[src/rtl/uart_row_writer_pkg.sv]
// +----------------------------------------------------------------------------+
// | Module      : uart_row_writer_pkg                                          |
// | Description : State encodings, response codes and framing helpers shared   |
// |               by the UART row writer.                                      |
// | Revision    : 1.0                                                          |
// +----------------------------------------------------------------------------+
`default_nettype none

package uart_row_writer_pkg;

    typedef logic [2:0] state_t;

    localparam state_t c_st_idle    = 3'd0;
    localparam state_t c_st_row_lo  = 3'd1;
    localparam state_t c_st_payload = 3'd2;
    localparam state_t c_st_discard = 3'd3;
    localparam state_t c_st_csum    = 3'd4;
    localparam state_t c_st_trailer = 3'd5;
    localparam state_t c_st_resp    = 3'd6;

    localparam logic [7:0] c_resp_ack  = 8'hAA;
    localparam logic [7:0] c_resp_row  = 8'hE1;
    localparam logic [7:0] c_resp_end  = 8'hE2;
    localparam logic [7:0] c_resp_tmo  = 8'hE3;
    localparam logic [7:0] c_resp_csum = 8'hE4;

    function automatic int f_ppb(input int pix_w);
        return 8 / pix_w;
    endfunction

    function automatic int f_nb(input int width, input int pix_w);
        return (width + f_ppb(pix_w) - 1) / f_ppb(pix_w);
    endfunction

endpackage

`default_nettype wire

[src/rtl/uart_row_writer_pixel_unpacker.sv]
// +----------------------------------------------------------------------------+
// | Module      : pixel_unpacker                                               |
// | Description : Splits payload bytes into LSB-first pixels, one RAM write    |
// |               per cycle, dropping pixels beyond the end of the row.        |
// | Revision    : 1.0                                                          |
// +----------------------------------------------------------------------------+
`default_nettype none

module pixel_unpacker
    import uart_row_writer_pkg::*;
#(
    parameter int PIX_W  = 3,
    parameter int WIDTH  = 640,
    parameter int ADDR_W = 19
) (
    input  logic              clk,
    input  logic              rst,
    input  logic              start,
    input  logic [ADDR_W-1:0] base,
    input  logic              load,
    input  logic [7:0]        byte_in,
    output logic              busy,
    output logic              wr_en,
    output logic [ADDR_W-1:0] wr_addr,
    output logic [PIX_W-1:0]  wr_data
);

    localparam int c_ppb = f_ppb(PIX_W);
    localparam int c_lw  = $clog2(WIDTH + 1);

    logic [7:0]        r_sh;
    logic [3:0]        r_rem;
    logic [ADDR_W-1:0] r_addr;
    logic [c_lw-1:0]   r_left;
    logic              r_wr_en;
    logic [ADDR_W-1:0] r_wr_addr;
    logic [PIX_W-1:0]  r_wr_data;

    logic              w_emit;
    logic [PIX_W-1:0]  w_pix;

    assign w_emit = load || (r_rem != 4'd0);
    assign w_pix  = load ? byte_in[PIX_W-1:0] : r_sh[PIX_W-1:0];

    always_ff @(posedge clk or posedge rst) begin
        if (rst) begin
            r_sh      <= 8'd0;
            r_rem     <= 4'd0;
            r_addr    <= '0;
            r_left    <= '0;
            r_wr_en   <= 1'b0;
            r_wr_addr <= '0;
            r_wr_data <= '0;
        end else begin
            r_wr_en <= 1'b0;
            if (start) begin
                r_addr <= base;
                r_left <= c_lw'(WIDTH);
                r_rem  <= 4'd0;
            end else begin
                if (load) begin
                    r_sh  <= byte_in >> PIX_W;
                    r_rem <= 4'(c_ppb - 1);
                end else if (r_rem != 4'd0) begin
                    r_sh  <= r_sh >> PIX_W;
                    r_rem <= r_rem - 4'd1;
                end
                // Padding pixels past the row end are consumed silently.
                if (w_emit && (r_left != '0)) begin
                    r_wr_en   <= 1'b1;
                    r_wr_addr <= r_addr;
                    r_wr_data <= w_pix;
                    r_addr    <= r_addr + 1'b1;
                    r_left    <= r_left - 1'b1;
                end
            end
        end
    end

    assign busy    = (r_rem != 4'd0);
    assign wr_en   = r_wr_en;
    assign wr_addr = r_wr_addr;
    assign wr_data = r_wr_data;

endmodule

`default_nettype wire

[src/rtl/uart_row_writer.sv]
// +----------------------------------------------------------------------------+
// | Module      : uart_row_writer                                              |
// | Description : Decodes [ROW_HI, ROW_LO, payload, (checksum), END] frames    |
// |               into framebuffer writes and returns one response per frame.  |
// |               Define ROW_CHECKSUM_EN to require an XOR checksum byte.      |
// | Revision    : 1.0                                                          |
// +----------------------------------------------------------------------------+
`default_nettype none

module uart_row_writer
    import uart_row_writer_pkg::*;
#(
    parameter int         PIX_W    = 3,
    parameter int         WIDTH    = 640,
    parameter int         HEIGHT   = 480,
    parameter int         ADDR_W   = 19,
    parameter logic [7:0] END_CODE = 8'hFF,
    parameter int         TIMEOUT  = 100000
) (
    input  logic              clk,
    input  logic              rst,
    input  logic [7:0]        s_data,
    input  logic              s_valid,
    output logic              s_ready,
    output logic              wr_en,
    output logic [ADDR_W-1:0] wr_addr,
    output logic [PIX_W-1:0]  wr_data,
    output logic [7:0]        resp_data,
    output logic              resp_valid,
    input  logic              resp_ready,
    output logic              busy,
    output logic              row_done
);

    localparam int c_nb = f_nb(WIDTH, PIX_W);
    localparam int c_tw = $clog2(TIMEOUT + 1);
`ifdef ROW_CHECKSUM_EN
    localparam state_t c_st_after = c_st_csum;
`else
    localparam state_t c_st_after = c_st_trailer;
`endif

    state_t            r_state;
    state_t            w_state_nx;
    logic [7:0]        r_row_hi;
    logic [15:0]       r_nb;
    logic [c_tw-1:0]   r_idle;
    logic              r_force;
    logic [7:0]        r_resp;

    logic              w_rdy;
    logic              w_acc;
    logic [15:0]       w_row;
    logic              w_row_bad;
    logic [ADDR_W-1:0] w_base;
    logic              w_cnt_state;
    logic              w_tick;
    logic              w_tmo;
    logic              w_last;
    logic              w_start;
    logic              w_load;
    logic              w_unp_busy;
    logic              w_resp_ld;
    logic [7:0]        w_resp_code;
    logic [7:0]        w_trl_code;

    assign w_row       = {r_row_hi, s_data};
    assign w_row_bad   = (w_row >= 16'(HEIGHT));
    assign w_base      = ADDR_W'(32'(w_row) * 32'(WIDTH));
    assign w_acc       = s_valid && w_rdy;
    assign w_last      = (r_nb == 16'(c_nb - 1));
    assign w_cnt_state = (r_state != c_st_idle) && (r_state != c_st_resp);
    assign w_tick      = w_cnt_state && w_rdy && !s_valid;
    assign w_tmo       = w_tick && (r_idle == c_tw'(TIMEOUT - 1));

`ifdef ROW_CHECKSUM_EN
    logic [7:0] r_csum;
    logic       r_csum_bad;

    always_ff @(posedge clk or posedge rst) begin
        if (rst) begin
            r_csum     <= 8'd0;
            r_csum_bad <= 1'b0;
        end else if (w_acc) begin
            if (r_state == c_st_idle) begin
                r_csum     <= s_data;
                r_csum_bad <= 1'b0;
            end else if (r_state == c_st_csum) begin
                r_csum_bad <= (s_data != r_csum);
            end else if (r_state != c_st_trailer) begin
                r_csum <= r_csum ^ s_data;
            end
        end
    end

    assign w_trl_code = r_force                ? c_resp_row  :
                        r_csum_bad             ? c_resp_csum :
                        (s_data == END_CODE)   ? c_resp_ack  : c_resp_end;
`else
    assign w_trl_code = r_force                ? c_resp_row  :
                        (s_data == END_CODE)   ? c_resp_ack  : c_resp_end;
`endif

    // Input is held off while the unpacker still owes pixels from the last byte.
    always_comb begin
        w_rdy = 1'b0;
        case (r_state)
            c_st_idle, c_st_row_lo, c_st_discard:   w_rdy = 1'b1;
            c_st_payload, c_st_csum, c_st_trailer:  w_rdy = !w_unp_busy;
            default:                                w_rdy = 1'b0;
        endcase
    end

    always_comb begin
        w_state_nx  = r_state;
        w_resp_ld   = 1'b0;
        w_resp_code = r_resp;
        w_start     = 1'b0;
        w_load      = 1'b0;
        case (r_state)
            c_st_idle:    if (w_acc) w_state_nx = c_st_row_lo;
            c_st_row_lo:  if (w_acc) begin
                              w_start    = 1'b1;
                              w_state_nx = w_row_bad ? c_st_discard : c_st_payload;
                          end
            c_st_payload: if (w_acc) begin
                              w_load = 1'b1;
                              if (w_last) w_state_nx = c_st_after;
                          end
            c_st_discard: if (w_acc && w_last) w_state_nx = c_st_after;
            c_st_csum:    if (w_acc) w_state_nx = c_st_trailer;
            c_st_trailer: if (w_acc) begin
                              w_state_nx  = c_st_resp;
                              w_resp_ld   = 1'b1;
                              w_resp_code = w_trl_code;
                          end
            c_st_resp:    if (resp_ready) w_state_nx = c_st_idle;
            default:      w_state_nx = c_st_idle;
        endcase
        if (w_tmo) begin
            w_state_nx  = c_st_resp;
            w_resp_ld   = 1'b1;
            w_resp_code = c_resp_tmo;
        end
    end

    always_ff @(posedge clk or posedge rst) begin
        if (rst) begin
            r_state  <= c_st_idle;
            r_row_hi <= 8'd0;
            r_nb     <= 16'd0;
            r_idle   <= '0;
            r_force  <= 1'b0;
            r_resp   <= 8'd0;
        end else begin
            r_state <= w_state_nx;
            if (w_resp_ld) r_resp <= w_resp_code;
            if (w_acc || !w_cnt_state) r_idle <= '0;
            else if (w_tick)           r_idle <= r_idle + 1'b1;
            if (w_acc) begin
                case (r_state)
                    c_st_idle: begin
                        r_row_hi <= s_data;
                        r_nb     <= 16'd0;
                        r_force  <= 1'b0;
                    end
                    c_st_row_lo:                r_force <= w_row_bad;
                    c_st_payload, c_st_discard: r_nb    <= r_nb + 16'd1;
                    default: ;
                endcase
            end
        end
    end

    pixel_unpacker #(
        .PIX_W  (PIX_W),
        .WIDTH  (WIDTH),
        .ADDR_W (ADDR_W)
    ) u_unpacker (
        .clk     (clk),
        .rst     (rst),
        .start   (w_start),
        .base    (w_base),
        .load    (w_load),
        .byte_in (s_data),
        .busy    (w_unp_busy),
        .wr_en   (wr_en),
        .wr_addr (wr_addr),
        .wr_data (wr_data)
    );

    assign s_ready    = w_rdy;
    assign resp_valid = (r_state == c_st_resp);
    assign resp_data  = r_resp;
    assign busy       = (r_state != c_st_idle);
    assign row_done   = (r_state == c_st_resp) && resp_ready && (r_resp == c_resp_ack);

endmodule

`default_nettype wire

[config.mk]
export PLATFORM = sky130hd
export DESIGN_NAME = uart_row_writer
export DESIGN_NICKNAME = d
export VERILOG_FILES = /design/src/rtl/uart_row_writer_pkg.sv /design/src/rtl/uart_row_writer_pixel_unpacker.sv /design/src/rtl/uart_row_writer.sv
export SDC_FILE = /design/constraint.sdc
export NUM_CORES = 1
export LEC_CHECK = 0
export CAP_MARGIN = 20
export CELL_PAD_IN_SITES_DETAIL_PLACEMENT = 1
export CELL_PAD_IN_SITES_GLOBAL_PLACEMENT = 2
export CORE_MARGIN = 5
export CORE_UTILIZATION = 34
export DETAILED_ROUTE_END_ITERATION = 8
export HOLD_SLACK_MARGIN = 0.1
export MAX_ROUTING_LAYER = met4
export PLACE_DENSITY = 0.73
export SLEW_MARGIN = 10
export SYNTH_ARGS = -nofsm -noshare
export SYNTH_HDL_FRONTEND = slang
export SYNTH_SLANG_ARGS = --single-unit
[constraint.sdc]
create_clock -name clk -period 3.8 [get_ports clk]
set_input_delay 0.95 -clock clk [delete_from_list [all_inputs] [get_ports clk]]
set_output_delay 0.95 -clock clk [all_outputs]
set_load 0.005 [all_outputs]
==> results of run 1 <==
-- flip-flops by register name, summed over array words and instances (netlist names) --
signal,cells
u_unpacker.wr_data,3
r_nb,16
u_unpacker.wr_addr,19
u_unpacker.r_sh,5
r_idle,17
r_row_hi,8
u_unpacker.r_left,10
u_unpacker.wr_en,1
u_unpacker.r_addr,19
u_unpacker.r_rem,4
resp_data,5
r_force,1
r_state,3
-- how the worst min path moves through the flow --
| stage | to | depth (start not counted) | slack, ns | startpoint |
|---|---|---|---|---|
| 3_3_place_gp | u_unpacker.wr_data[0] | 2 | 0.47 | u_unpacker.wr_data[0] |
| 4_1_cts | u_unpacker.wr_data[0] | 2 | 0.50 | u_unpacker.wr_data[0] |
| 2_1_floorplan | u_unpacker.r_sh[0] | 2 | 0.45 | u_unpacker.r_sh[0] |
| 5_1_grt | u_unpacker.wr_addr[1] | 1 | 0.53 | u_unpacker.wr_addr[1] |
| 6_report | u_unpacker.wr_data[0] | 2 | 0.50 | u_unpacker.wr_data[0] |
| 3_5_place_dp | u_unpacker.wr_data[0] | 2 | 0.48 | u_unpacker.wr_data[0] |
-- power by group through the flow --
stage	sequential, uW	combinational (uW)	clock [uW]
after floorplan	1880	1340	0
after global placement	2000	1920	0
after detailed placement	2020	1980	0
after CTS	2000	2000	970
after global routing	2070	2190	1010
final	2000	1960	929
-- routing by layer --
metal | vias up | global-route usage [%] | share of wire (%)
met1 | 2462 | 20.3 | 45
met2 | 41 | 29.1 | 52
met5 | - | - | 0
met3 | 16 | 3.29 | 1.9
li1 | 2290 | - | -
met4 | 0 | 3.67 | 1.2
-- cell families (layout without fill, tap and decap cells) --
kind of cell               after synthesis  count (layout)  share of synthesized area (%)
DFF                                    111             111                           45.6
other                                    1               2                         0.0616
xor gates and xnor gates                43              43                           6.31
buffers and inverters                   42              89                           2.96
adders and majority gates               26              26                           5.46
AOI/OAI and AO/OA                       97              97                           10.3
and+or+nand+nor                        247             247                           22.5
muxes                                   38              38                           6.80
-- critical path: stages (launching register included) --
cell             delay [ns]
dfrtp_1                0.65
ha_1                   0.64
nor2_1                 0.23
clkdlybuf4s50_1        0.50
-- cell type report --
cell class	count	area, um2
well taps	229	287
clock inverters	7	53.8
multi-input cells	453	3140
fillers	2018	10700
flip-flops and latches	111	2780
clock buffers	9	225
inverters	13	52.6
repair buffers	60	573
-- through the flow --
stage | cells | hold slack, ns
after floorplan | 606 | 0.449
after global placement | 866 | 0.471
after detailed placement | 866 | 0.478
after CTS | 882 | 0.503
after global routing | 882 | 0.530
final | 882 | 0.495
-- placed cells by master, fill, tap and decap left out, drive strengths merged, types with 4 or more instances in the layout --
cell / n
a21o: 4
a21oi: 24
a22o: 4
and2: 7
and3: 4
and4: 8
buf: 16
clkbuf: 9
clkdlybuf4s50: 44
dfrtp: 111
ha: 25
inv: 15
mux2: 27
mux2i: 11
nand2: 43
nand3: 30
nand3b: 5
nand4: 13
nor2: 51
nor3: 13
nor4: 18
nor4b: 11
o211ai: 8
o21ai: 29
o31ai: 7
or3: 18
or4: 7
xnor2: 31
xor2: 12
==> impl_results.md, run 1 <==
- Status: finished, final reports clean
- Total routed wirelength: 16.0 mm
- Clock Sink Count: 111
- Synth top area cells: dfrtp_1, ha_1, mux2_2
- Number of port buffers: 44
- Tmin final: 3.32 ns
- RSZ-0062 raised after global routing: false
- # DRC: 0
- Gr usage total: 16.8%
- Setup_tns: 0 ns
- R2R Setup Slk: 0.89 ns
- Post-synth top cells: dfrtp_1, nor2_1, nand2_1
- Clock Tree Buf Depth: 2
- Synth top area share: 45.6%
- WP data arrival: 2.37 ns
- Combinational Power Share: 40.1%
- Slew Limit Fails: 0
- Yosys cell types: 64
- Fmax: 0.301 GHz
- Setup Skew: 0.0145 ns
- Grt total ovfl: 0
- Clock latency on the worst-skew pair: 0.36 ns
- CTS tree: yes
- Setup bufs post-CTS: 0
- Util after Layout: 40.0%
- Leakage power: 0.00294 uW
- Post-synth EDFFs: 0
- Primary FF master, synth: dfrtp_1
- Area leader, netlist: dfrtp_1
- Die Y: 144 um
- Avg Vias per Cell: 5.45
- Seq/Total Area, Yosys: 45.6%
- Pwr Total: 4890 uW
- Crit. End Element: primary output
- DR WL/cell: 18.1 um
- Core area: 17800 um2
- R2r endpoint: u_unpacker.wr_data[1]
- Ys async rst share: 100%
- Power share of the clock group: 19.0%
- Top-count cell post-synth: dfrtp_1
- First-pass GRT wire length: 27.0 mm
- Max Fanout on Critical Path: 15
- CTS Buf Count: 9
- Drt initial violations: 134
- Worst setup endpoint: s_ready
- Max cap viols: 0
- Worst min-delay path class: reg2reg
- Largest net degree at the start of global routing: 43
- Cell area after layout: 7110 um2
- Placement Rows: 49
- Initial DRT Pass Iterations: 4
- Final clock period utilization by the worst path: 87.3%
- Post-Synthesis Cells: 605
- Share of cells above drive strength 1: 11.3%
- Synth warn: 0
- Flop pwr share: 40.9%
- Initial antenna violation count: 0
- Worst setup startpoint: r_state[2]
- Reg clk slew, reported paths: 0.08 ns
- Synthesized area per cell: 10.1 um2
- R2r worst-path depth: 7
- Routed Antenna Nets: 0
- Nets: 686
- Starting density of the core: 34.3%
- Dpl cell area: 6830 um2
- Worst Tran Pin Value: 0.878 ns
- Power per cell area: 687 nW/um2
- P_int: 2990 uW
- Final WS setup: 0.483 ns
- ANT cells: 0
- Net load switching power: 1900 uW
- Peak VDD IR: 0.000315 V
- Critical path launch point type: flop
- Number of global-route vias before repair: 5255
- IO Pins: 47
- Rel. slew slack: 41.4%
- Pre-CTS WS: 0.200 ns
- Kind of critical path: reg2out
- Root buf cell: clkbuf_16
- Area growth syn-to-layout: 16.7%
- #FFs+latches synth: 111
- Worst r2r src: r_state[2]
- Total die area: 20700 um2
- # hold bufs at CTS: 0
- Synthesized area: 6090 um2
- Post-CTS sizing: 0
- Setup violations, final: 0
- Die W: 144 um
- Switching share of power: 38.9%
- DP HPWL: 11.6 mm
- Final Hold Fails: 0
- H-tree levels: 3
- Vias: 4809
- Worst EP required: 2.85 ns
- Final GP Congestion: 0.831
(Power assumes the default switching activity.)
==> inputs of run 2 (changes only) <==
CAP_MARGIN = 15   (was 20)
clock period = 2.9 ns   (was 3.8 ns; I/O delays follow)
==> impl_results.md, run 2 (synthesis gave the netlist of run 1 again) <==
- Status: finished, final reports clean
- Nets: 726 (+5.8%)
- First-pass GRT wire length: 27.3 mm (+1.0%)
- IO Pins: 47 (unchanged)
- Root buf cell: clkbuf_16
- Setup Skew: 0.00873 ns (-0.00574 ns)
- Max Fanout on Critical Path: 2 (-13)
- CTS tree: yes
- Commonest non-fill, non-tap cell in the layout: dfrtp_1
- Tmin final: 2.81 ns
- GRT met2 Usage: 28.5% (-0.64 points)
- Clock Tree Buf Depth: 2 (unchanged)
- Commonest cells after routing, fill and taps aside: dfrtp_1, buf_4, nor2_1, nand2_1, clkdlybuf4s50_1
- Grt total ovfl: 0 (unchanged)
- Worst Tran Pin Value: 0.696 ns (-0.182 ns)
- Vias: 4913 (+2.2%)
- Met1 global-route usage: 21.1% (+0.84 points)
- Worst setup startpoint: resp_ready
- Clock Sink Count: 111 (unchanged)
- Initial DRT Pass Iterations: 4 (unchanged)
- Setup_tns: 0 ns (unchanged)
- Number of port buffers: 44 (unchanged)
- WP data arrival: 2.08 ns (-0.29 ns)
- Total routed wirelength: 16.0 mm (about the same)
- CTS Buf Count: 9 (unchanged)
- # hold bufs at CTS: 0 (unchanged)
- GR peak layer: met2
- Drt initial violations: 225 (+68%)
- Area growth syn-to-layout: 23.6%
- Critical path launch point type: primary input
- Reg clk slew, reported paths: 0.07 ns (about the same)
- Power per cell area: 886 nW/um2 (+29%)
- Core area: 17800 um2 (unchanged)
- Number of global-route vias before repair: 5388 (+2.5%)
- Worst r2r src: r_state[2]
- Leakage power: 0.00317 uW (+7.9%)
- GR met3 Demand/Resource: 2.56% (-0.73 points)
- DR WL/cell: 17.3 um (-4.4%)
- Initial antenna violation count: 0 (unchanged)
- Slew Limit Fails: 0 (unchanged)
- Peak VDD IR: 0.000350 V (+11%)
- Placement Rows: 49 (unchanged)
- Largest net degree at the start of global routing: 35 (-19%)
- Clock latency on the worst-skew pair: 0.35 ns (about the same)
- Starting density of the core: 34.3% (unchanged)
- Gr usage total: 16.8% (+0.041 points)
- Die Y: 144 um (unchanged)
- Pwr Total: 6670 uW (+36%)
- Final clock period utilization by the worst path: 96.7%
- Dpl cell area: 7170 um2 (+4.9%)
- Total die area: 20700 um2 (unchanged)
- Kind of critical path: in2out
- RSZ-0062 raised after global routing: true
- # DRC: 0 (unchanged)
- Share of cells above drive strength 1: 17.2% (+5.8 points)
- ANT cells: 0 (unchanged)
- Rel. slew slack: 53.5% (+12 points)
- DP HPWL: 11.9 mm (+2.1%)
- H-tree levels: 3 (unchanged)
- Crit. End Element: primary output
- Hold wc startpoint: u_unpacker.r_sh[1]
- Max cap viols: 0 (unchanged)
- Fmax: 0.356 GHz
- Worst min-delay path class: reg2reg
- Fillers: 2020 (+0.099%)
- Cell area after layout: 7530 um2 (+5.9%)
- Util after Layout: 42.4% (+2.4 points)
- Die W: 144 um (unchanged)
- Final GP Congestion: 0.827 (-0.46%)
- Routed Antenna Nets: 0 (unchanged)
- Final Hold Fails: 0 (unchanged)
- Worst EP required: 2.17 ns (-0.68 ns)
- Avg Vias per Cell: 5.33 (-2.3%)
- Setup violations, final: 0 (unchanged)
-- run 2: worst paths after layout --
| path | end | slack (ns) | cells after the start |
|---|---|---|---|
| max reg2reg | r_nb[15] | 0.45 | 5 |
| min | u_unpacker.r_sh[1] | 0.50 | 2 |
| min in group asynchronous | r_nb[13] | 0.84 | 2 |
| max in group asynchronous | r_nb[8] | 1.45 | 3 |
| min reg2reg | u_unpacker.r_sh[1] | 0.50 | 2 |
| max | row_done | 0.09 | 4 |
-- run 2: area by class of cell --
cell class / count / area, um2 / area share, %
well taps: 229 / 287 / 3.81
flip-flops and latches: 111 / 2780 / 36.9
clock inverters: 5 / 47.5 / 0.631
clock buffers: 11 / 243 / 3.22
multi-input cells: 453 / 3200 / 42.4
inverters: 13 / 52.6 / 0.698
repair buffers: 100 / 926 / 12.3
-- run 2: metal layers --
metal | share of wire [%] | wire length, um
met1 | 46 | 7380
met2 | 50 | 8050
met3 | 1.7 | 264
met4 | 1.7 | 277
met5 | 0 | 0
-- run 2: critical path, stage by stage --
cell             delay [ns]
clkdlybuf4s50_1        0.48
and4b_1                0.19
and4b_1                0.18
clkdlybuf4s50_1        0.51
-- run 2: per-stage QoR --
stage / instances / worst slack (ns) / hold slack, ns
6_report: 922 / 0.0948 / 0.498
5_1_grt: 922 / -0.0468 / 0.529
4_1_cts: 920 / 0.00587 / 0.503
3_5_place_dp: 904 / -0.381 / 0.486
3_3_place_gp: 904 / -0.296 / 0.463
2_1_floorplan: 606 / 0.324 / 0.449
-- run 2: where the power goes --
part           total [uW]  switching [uW]  internal, uW
combinational        2840            1400          1440
clock                1230             604           625
sequential           2600             529          2070
total                6670            2540          4140
-- run 2: timing repair --
action / 4_1_cts / 5_1_grt
gates cloned: 0 / 0
buffers inserted: 0 / 2
pin swaps: 0 / 1
resized for setup: 6 / 5
endpoints found under the setup margin: 3 / 4
==> inputs of run 3 (changes only) <==
CORE_UTILIZATION = 38   (was 34)
PLACE_DENSITY = 0.78   (was 0.73)
clock period = 2.6 ns   (was 2.9 ns; I/O delays follow)
==> impl_results.md, run 3 (synthesis gave the netlist of run 1 again) <==
- Slew Limit Fails: 0 (unchanged)
- Critical path launch point type: flop
- Clock latency on the worst-skew pair: 0.36 ns (about the same)
- Combinational Power Share: 44.0% (+1.4 points)
- Worst EP required: 2.89 ns (+0.72 ns)
- Status: finished, final reports clean
- Slowest stage cell, crit path: or4_4
- Power per cell area: 996 nW/um2 (+12%)
- Worst min-delay path class: reg2reg
- Max cap viols: 0 (unchanged)
- Core area: 15800 um2 (-11%)
- Storage element area: 2780 um2 (about the same)
- Crit. End Element: flop
- Number of global-route vias before repair: 5452 (+1.2%)
- Routed Antenna Nets: 0 (unchanged)
- Worst Tran Pin Value: 0.709 ns (+0.0121 ns)
- Final clock period utilization by the worst path: 98.8%
- Util after Layout: 48.6% (+6.3 points)
- # hold bufs at CTS: 0 (unchanged)
- Flop pwr share: 37.9% (-1.1 points)
- Tmin final: 2.57 ns
- Setup_tns: 0 ns (unchanged)
- Final GP Congestion: 0.900 (+8.8%)
- Power share of the clock group: 18.1% (-0.3 points)
- Dpl cell area: 7240 um2 (+0.96%)
- Share of cells above drive strength 1: 19.7% (+2.5 points)
- Gr usage total: 19.2% (+2.4 points)
- Max Fanout on Critical Path: 10 (+8)
- Grt total ovfl: 0 (unchanged)
- DP HPWL: 11.9 mm (+0.58%)
- Final Hold Fails: 0 (unchanged)
- Total routed wirelength: 16.6 mm (+4.0%)
- Reg clk slew, reported paths: 0.07 ns (about the same)
- IO Pins: 47 (unchanged)
- First-pass GRT wire length: 27.8 mm (+1.9%)
- Setup Skew: 0.00726 ns (-0.00148 ns)
- Initial antenna violation count: 0 (unchanged)
- Fin Hold WS: 0.490 ns (-0.00745 ns)
- Nets: 740 (+1.9%)
- Root buf cell: clkbuf_16
- Clock Tree Buf Depth: 2 (unchanged)
- Leakage power: 0.00326 uW (+2.9%)
- Avg Vias per Cell: 5.44 (+2.2%)
- Clock Sink Count: 111 (unchanged)
- Starting density of the core: 38.5% (+4.2 points)
- Pwr Total: 7660 uW (+15%)
- Peak VDD IR: 0.000422 V (+21%)
- Kind of critical path: reg2reg
- Fillers: 1772 (-12%)
- ANT cells: 0 (unchanged)
- Die Y: 137 um (-5.0%)
- Switching share of power: 37.4% (-0.62 points)
- Number of port buffers: 44 (unchanged)
- DR WL/cell: 18.0 um (+4.0%)
- Largest net degree at the start of global routing: 112 (+220%)
- # DRC: 0 (unchanged)
- Fmax: 0.389 GHz
- Cell area after layout: 7690 um2 (+2.2%)
- WP data arrival: 2.86 ns (+0.78 ns)
- Area of the multi-input gates: 3250 um2 (+1.6%)
- Placement Rows: 46 (-6.1%)
- Net load switching power: 2870 uW (+13%)
- Die W: 137 um (-5.0%)
- Commonest cells after routing, fill and taps aside: dfrtp_1, buf_4, nor2_1, nand2_1, clkdlybuf4s50_1
- Vias: 5020 (+2.2%)
- Crit-path max cell delay: 0.46 ns (-0.05 ns)
- Area growth syn-to-layout: 26.3%
- Crit-path cells: inv_1 -> ha_4 -> nor3b_4 -> a221oi_2 -> buf_4 -> buf_4 -> or4_4 -> buf_12 -> or4_4 -> a21oi_2
- P_int: 4800 uW (+16%)
- Drt initial violations: 208 (-7.6%)
- Rel. slew slack: 52.8% (-0.71 points)
- Commonest non-fill, non-tap cell in the layout: dfrtp_1
- CTS tree: yes
- Total die area: 18700 um2 (-9.8%)
- Setup violations, final: 0 (unchanged)
- CTS Buf Count: 9 (unchanged)
- H-tree levels: 3 (unchanged)
- Initial DRT Pass Iterations: 4 (unchanged)
==> run 3: cell count changes in the layout (fill, tap and decap cells not counted), moves of 3 or more <==
cell             change
ha_4                 +4
buf_4               +11
buf_12               +3
dlygate4sd2_1        +5
clkdlybuf4s50_1      -7
ha_1                 -4
==> run 3: cell type report <==
type | instances | area share [%]
Multi-Input combinational cell | 453 | 42.2
Sequential cell | 111 | 36.1
Timing Repair Buffer | 114 | 13.8
Tap cell | 216 | 3.51
Clock buffer | 11 | 3.02
Inverter | 13 | 0.683
Clock inverter | 4 | 0.618
==> run 3: power by group through the flow <==
stage	combinational [uW]	clock (uW)	sequential, uW
CTS	3340	1430	2910
global route	3730	1510	3000
global placement	3130	0	2880
floorplan	1960	0	2750
finish	3370	1380	2910
detailed placement	3260	0	2930
==> run 3: path summary, 6_finish.rpt <==
| path | cells after the start | endpoint | startpoint | slack, ns |
|---|---|---|---|---|
| max | 10 | r_nb[9] | u_unpacker.r_rem[0] | 0.03 |
| min | 2 | u_unpacker.r_sh[1] | u_unpacker.r_sh[1] | 0.49 |
| max reg2reg | 10 | r_nb[9] | u_unpacker.r_rem[0] | 0.03 |
| min reg2reg | 2 | u_unpacker.r_sh[1] | u_unpacker.r_sh[1] | 0.49 |
| max in group asynchronous | 3 | u_unpacker.r_addr[17] | rst | 1.26 |
| min in group asynchronous | 3 | u_unpacker.wr_addr[5] | rst | 0.74 |
==> run 3: stage by stage <==
stage	cells	setup WS, ns
floorplan	606	0.0993
global placement	899	-0.482
detailed placement	899	-0.673
CTS	919	0.00797
global route	922	-0.0484
finish	922	0.0311
==> run 3: what timing repair did <==
| item | CTS | global route |
|---|---|---|
| resized for setup | 20 | 9 |
| buffers inserted | 5 | 3 |
| setup endpoints to repair | 6 | 6 |
| pin swaps | 11 | 7 |
==> run 3: critical path: cells and delay by family (launching register included) <==
| family | cells | cell delay (ns) |
|---|---|---|
| buffers and inverters | 4 | 0.59 |
| AOI/OAI and AO/OA | 2 | 0.24 |
| adders and majority gates | 1 | 0.16 |
| DFF | 1 | 0.40 |
| and+or+nand+nor | 3 | 1.10 |
==> run 3: routing by layer <==
metal  vias to the layer above  part of all wire (%)  GRT usage [%]
met5                         -                     0              -
met4                         0                   1.1           4.20
met3                        14                   2.3           3.97
met2                        54                    52           32.6
met1                      2562                    45           23.7
li1                       2390                     -              -
